`config.mk`:
```
export PLATFORM = sky130hd
export DESIGN_NAME = mem_arbiter
export DESIGN_NICKNAME = d
export VERILOG_FILES = /design/src/rtl/cpu_types_pkg.sv /design/src/rtl/mem_arbiter.sv
export SDC_FILE = /design/constraint.sdc
export NUM_CORES = 1
export LEC_CHECK = 0
export CELL_PAD_IN_SITES_DETAIL_PLACEMENT = 0
export CELL_PAD_IN_SITES_GLOBAL_PLACEMENT = 1
export CORE_AREA = 2 2 115 117
export DETAILED_ROUTE_END_ITERATION = 10
export DIE_AREA = 0 0 117 119
export GPL_ROUTABILITY_DRIVEN = 0
export PLACE_DENSITY_LB_ADDON = 0.1
export SLEW_MARGIN = 40
export SYNTH_ARGS = -nofsm -noshare
export SYNTH_HDL_FRONTEND = slang
export SYNTH_SLANG_ARGS = --single-unit
```
`constraint.sdc`:
```
create_clock -name CLK -period 2.9 [get_ports CLK]
set_input_delay 0.29 -clock CLK [delete_from_list [all_inputs] [get_ports CLK]]
set_output_delay 0.29 -clock CLK [all_outputs]
set_load 0.05 [all_outputs]
```
`src/rtl/cpu_types_pkg.sv`:
```
// Shared CPU types: machine word, RAM handshake state, memory arbiter FSM
// state, and the arbitration rule that decides which requester is granted next.
package cpu_types_pkg;

  typedef logic [31:0] word_t;

  typedef enum logic [1:0] {
    FREE   = 2'b00,
    BUSY   = 2'b01,
    ACCESS = 2'b10,
    ERROR  = 2'b11
  } ramstate_t;

  typedef enum logic [2:0] {
    IDLE   = 3'd0,
    IGRANT = 3'd1,
    DGRANT = 3'd2,
    HALTED = 3'd3,
    FAULT  = 3'd4
  } arb_state_t;

  // Data normally wins; an instruction fetch wins when no data request is
  // pending or when data has already taken its maximum run of grants.
  function automatic arb_state_t arb_pick(input logic ireq,
                                          input logic dreq,
                                          input logic starved);
    if (ireq && (starved || !dreq)) return IGRANT;
    if (dreq) return DGRANT;
    return IDLE;
  endfunction

endpackage

```
`src/rtl/mem_arbiter.sv`:
```
// Memory arbiter: shares one RAM port between the instruction fetch and the
// data access paths. Data has priority, bounded by STARVE_MAX consecutive data
// grants while a fetch waits. Each grant may wait TIMEOUT_CYC cycles for
// ACCESS before the arbiter faults. Completion hits and load data are
// combinational in the ACCESS cycle.
// Optional build macro MEM_ARBITER_STATS_EN adds icount/dcount completion
// counters as extra output ports.
module mem_arbiter
  import cpu_types_pkg::*;
#(
  parameter int STARVE_MAX  = 4,
  parameter int TIMEOUT_CYC = 255
) (
  input  logic      CLK,
  input  logic      nRST,
  input  logic      iREN,
  input  word_t     iaddr,
  output word_t     iload,
  output logic      ihit,
  input  logic      dREN,
  input  logic      dWEN,
  input  word_t     daddr,
  input  word_t     dstore,
  output word_t     dload,
  output logic      dhit,
  input  logic      halt,
  output logic      ramREN,
  output logic      ramWEN,
  output word_t     ramaddr,
  output word_t     ramstore,
  input  word_t     ramload,
  input  ramstate_t ramstate,
  output logic      halted,
  output logic      err
`ifdef MEM_ARBITER_STATS_EN
  ,
  output word_t     icount,
  output word_t     dcount
`endif
);

  localparam int SCNT_W = $clog2(STARVE_MAX + 2);
  localparam int WCNT_W = $clog2(TIMEOUT_CYC + 1);
  localparam logic [SCNT_W-1:0] SMAX  = SCNT_W'(STARVE_MAX);
  localparam logic [WCNT_W-1:0] WLAST = WCNT_W'(TIMEOUT_CYC - 1);

  arb_state_t        state, state_nxt;
  logic [SCNT_W-1:0] starve_cnt, starve_nxt;
  logic [WCNT_W-1:0] wcnt, wcnt_nxt;
  logic              dreq;

  assign dreq   = dREN | dWEN;
  assign halted = (state == HALTED);
  assign err    = (state == FAULT);

  // State and counter registers; reset drops any grant in flight at once.
  always_ff @(posedge CLK or negedge nRST) begin
    if (!nRST) begin
      state      <= IDLE;
      starve_cnt <= '0;
      wcnt       <= '0;
    end else begin
      state      <= state_nxt;
      starve_cnt <= starve_nxt;
      wcnt       <= wcnt_nxt;
    end
  end

  // Next-state, RAM drive, and completion outputs for the granted requester.
  always_comb begin
    state_nxt  = state;
    starve_nxt = starve_cnt;
    wcnt_nxt   = wcnt;
    ramREN     = 1'b0;
    ramWEN     = 1'b0;
    ramaddr    = '0;
    ramstore   = '0;
    ihit       = 1'b0;
    dhit       = 1'b0;
    iload      = '0;
    dload      = '0;
    case (state)
      IDLE: begin
        if (halt) begin
          state_nxt = HALTED;
        end else begin
          state_nxt = arb_pick(iREN, dreq, starve_cnt == SMAX);
          wcnt_nxt  = '0;
        end
      end
      IGRANT: begin
        if (!iREN) begin
          state_nxt = IDLE;
        end else begin
          ramREN  = 1'b1;
          ramaddr = iaddr;
          case (ramstate)
            ACCESS: begin
              ihit       = 1'b1;
              iload      = ramload;
              starve_nxt = '0;
              wcnt_nxt   = '0;
              state_nxt  = halt ? HALTED : arb_pick(iREN, dreq, 1'b0);
            end
            ERROR: state_nxt = FAULT;
            default: begin
              if (wcnt == WLAST) state_nxt = FAULT;
              else               wcnt_nxt  = wcnt + 1'b1;
            end
          endcase
        end
      end
      DGRANT: begin
        if (!dreq) begin
          state_nxt = IDLE;
        end else begin
          // A simultaneous read and write is issued as the write.
          ramWEN   = dWEN;
          ramREN   = dREN & ~dWEN;
          ramaddr  = daddr;
          ramstore = dstore;
          case (ramstate)
            ACCESS: begin
              dhit  = 1'b1;
              dload = ramload;
              if (iREN && (starve_cnt != SMAX)) starve_nxt = starve_cnt + 1'b1;
              wcnt_nxt  = '0;
              // The updated run length decides the very next grant.
              state_nxt = halt ? HALTED : arb_pick(iREN, dreq, starve_nxt == SMAX);
            end
            ERROR: state_nxt = FAULT;
            default: begin
              if (wcnt == WLAST) state_nxt = FAULT;
              else               wcnt_nxt  = wcnt + 1'b1;
            end
          endcase
        end
      end
      HALTED:  state_nxt = HALTED;
      FAULT:   state_nxt = FAULT;
      default: state_nxt = IDLE;
    endcase
  end

`ifdef MEM_ARBITER_STATS_EN
  // Completion counters, free-running and wrapping.
  always_ff @(posedge CLK or negedge nRST) begin
    if (!nRST) begin
      icount <= '0;
      dcount <= '0;
    end else begin
      if (ihit) icount <= icount + 32'd1;
      if (dhit) dcount <= dcount + 32'd1;
    end
  end
`endif

endmodule
```
==> results.yml <==
critical_path:
  startpoint: "state[0]$_DFF_PN0_"
  r2r-start: "state[0]$_DFF_PN0_"
  crit_path_max_fanout: 10
  crit_path_end: "ramstore[3]"
  end_kind: "output pin"
  arrival_ns: 2.50
  r2r_setup_slack_ns: 0.81
  required_ns: 2.61
  rr_worst_depth: 5
  path_class: "flop to output pin"
  worstReg2RegEnd: "starve_cnt[2]$_DFFE_PN0P_"
  critPathLaunchType: "flop"
finish:
  design_area_sq_um: 6100
  num-nets-final: 676
  n_fill_cell: 1224
  flow.area_growth_from_synthesis_pct: 188
  drive_gt1_share_pct: 28.0
  seqCellArea_sq_um: 350
  multiInputGateArea_sq_um: 1650
  num_antenna_cells: 0
routing:
  vias: 3144
  finalWirelength_microns: 12700
  drtAntennaViolNets: 0
  drt-initial-drc-count: 118
  wire_per_inst_microns: 17.8
  drc_errors: 0
  dr.pass1.iters: 4
  via_per_inst: 4.42
sta:
  tns_ns: 0
  fin_skew_ns: 0.00231
  tightest_slew_ns: 0.663
  finalSetupViolCount: 0
  slew_viol_final: 0
  fmax_ghz: 0.358
  finalHoldViolations: 0
  hold_ws_ns: 0.454
  fin_crit_ns: 2.79
  rsz0062_at_grt: "no"
  post-route-period-util_pct: 96.3
  relSlewSlack_pct: 55.6
cts:
  insertion_delay_ns: 0.24
  cts_root_buf: "clkbuf_16"
  ctsLongestPathBuffers: 2
  clock-sinks: 14
  htreeDepth: 1
  cts_tree: "built"
  clkTransAtPathRegs_ns: 0.05
  holdBufCountCts: 0
  cts_setup_buffers: 0
  cts_buffers: 3
  cts_resized: 0
power_and_ir_drop:
  peakVddDrop_mv: 0.260
  power.density_nw_per_um2: 703
  totalPowerFinal_mw: 4.29
  p_leak_nw: 2.54
yosys:
  dominantRegCellSynth: "dfrtp_1"
  synth_top_area_share_pct: 28.3
  synth.avg_cell_area_sq_um: 7.77
  synth.distinct_cells: 51
  ys_warn_count: 0
  synth_most_common_cell: "and2_1"
  synth.cell_area_sq_um: 2120
  syn_nets: 413
  yosys-top-cells-area: "and2_1 (28%), dfrtp_1 (17%), a22o_1 (14%)"
  synth_seq_cells: 14
  synth_cells: 273
  synth_top_cells_by_count: "and2_1 (96), a22o_1 (33), dfrtp_1 (14)"
  async_reset_ff_share_pct: 100
  synth_area_leader_cell: "and2_1"
  synth_edf_count: 0
  ys_seq_area_share_pct: 16.5
grt:
  grt_usage_pct: 16.9
  grt_first_pass_wirelength_microns: 18300
  antenna_found_initial: 0
  grt-ovfl-total: 0
  grt_max_degree: 61
  grt_pass1_vias: 3182
floorplan:
  io_pins: 270
  rows: 42
  core_area_sq_um: 12900
  dieWidth_microns: 117
  start_util_pct: 16.5
  fp.dieH_microns: 119
  dieArea_sq_um: 13900
hold_path:
  min_path_type: "input port to asynchronous set/reset pin"
run:
  drv_cap: 0
place:
  dpl_cell_area_sq_um: 6010
  dp.final_hpwl_microns: 10400
  io_buffers: 269
run_status:
  status: "completed"
==> kinds of logic (layout without fill, tap and decap cells) <==
kind of cell | after synthesis | in the layout | share of synthesized area [%]
xor+xnor | 1 | 1 | 0.413
simple gates | 151 | 151 | 45.0
mux | 3 | 3 | 1.47
flops | 14 | 14 | 16.5
compound gates | 73 | 73 | 28.0
buf+inv | 27 | 289 | 6.25
fa+ha+maj | 4 | 4 | 2.36
==> flip-flops by register name (all words and copies together), names as in the netlist <==
name / flops
starve_cnt: 3
state: 3
wcnt: 8
==> per-layer routing <==
metal / vias up / global-route usage (%) / wire length, microns
li1: 1513 / - / -
met3: 12 / 4.33 / 1210
met5: - / 0 / 0
met4: 0 / 3.46 / 205
met1: 1462 / 18.0 / 4580
met2: 157 / 32.7 / 6670
==> worst max-delay path, cell delays in order (launching register included) <==
cell	delay, ns
dfrtp_1	0.50
or3b_1	0.57
nor2_4	0.24
and2_1	0.15
clkdlybuf4s50_1	0.80
==> metrics by stage <==
stage,utilization (%),setup slack (ns),cells
after detailed placement,46.7,0.363,707
after floorplan,-,0.409,273
after CTS,47.4,0.100,711
final,47.4,0.108,711
after global routing,47.4,0.000743,711
after global placement,46.7,0.401,707
==> worst min path at each step <==
stage | startpoint | end | slack [ns] | cells past startpoint
after floorplan | nRST | starve_cnt[0]$_DFFE_PN0P_ | -0.006 | 0
after global placement | wcnt[0]$_DFFE_PN0P_ | wcnt[0]$_DFFE_PN0P_ | 0.53 | 1
final | nRST | wcnt[6]$_DFFE_PN0P_ | 0.45 | 1
after CTS | nRST | wcnt[6]$_DFFE_PN0P_ | 0.49 | 1
after detailed placement | wcnt[1]$_DFFE_PN0P_ | wcnt[1]$_DFFE_PN0P_ | 0.54 | 1
after global routing | nRST | wcnt[6]$_DFFE_PN0P_ | 0.51 | 1
==> cell type report <==
type | count | area share [%]
Timing Repair Buffer | 280 | 61.9
Inverter | 5 | 0.308
Multi-Input combinational cell | 232 | 27.0
Clock buffer | 4 | 1.46
Sequential cell | 14 | 5.74
Tap cell | 176 | 3.61
==> report_power, final <==
part / internal [mW] / leakage (nW) / switching, mW
registers: 0.242 / 0.189 / 0.0587
logic: 1.58 / 2.30 / 2.11
clock network: 0.209 / 0.0442 / 0.0876
total: 2.04 / 2.54 / 2.25
==> layout by cell type, fill, tap and decap left out, drive strengths merged, types with 3 or more instances in the layout <==
| cell type | count |
|---|---|
| a211oi | 3 |
| a21oi | 4 |
| a22o | 33 |
| a31oi | 3 |
| and2 | 96 |
| and3 | 4 |
| buf | 137 |
| clkbuf | 4 |
| clkdlybuf4s50 | 143 |
| dfrtp | 14 |
| ha | 4 |
| inv | 5 |
| nand2 | 6 |
| nand2b | 3 |
| nand3 | 5 |
| nand4 | 3 |
| nor2 | 10 |
| nor2b | 3 |
| o21ai | 9 |
| o21bai | 3 |
| or3 | 3 |
Note: power is estimated with default switching activity, not from simulation.
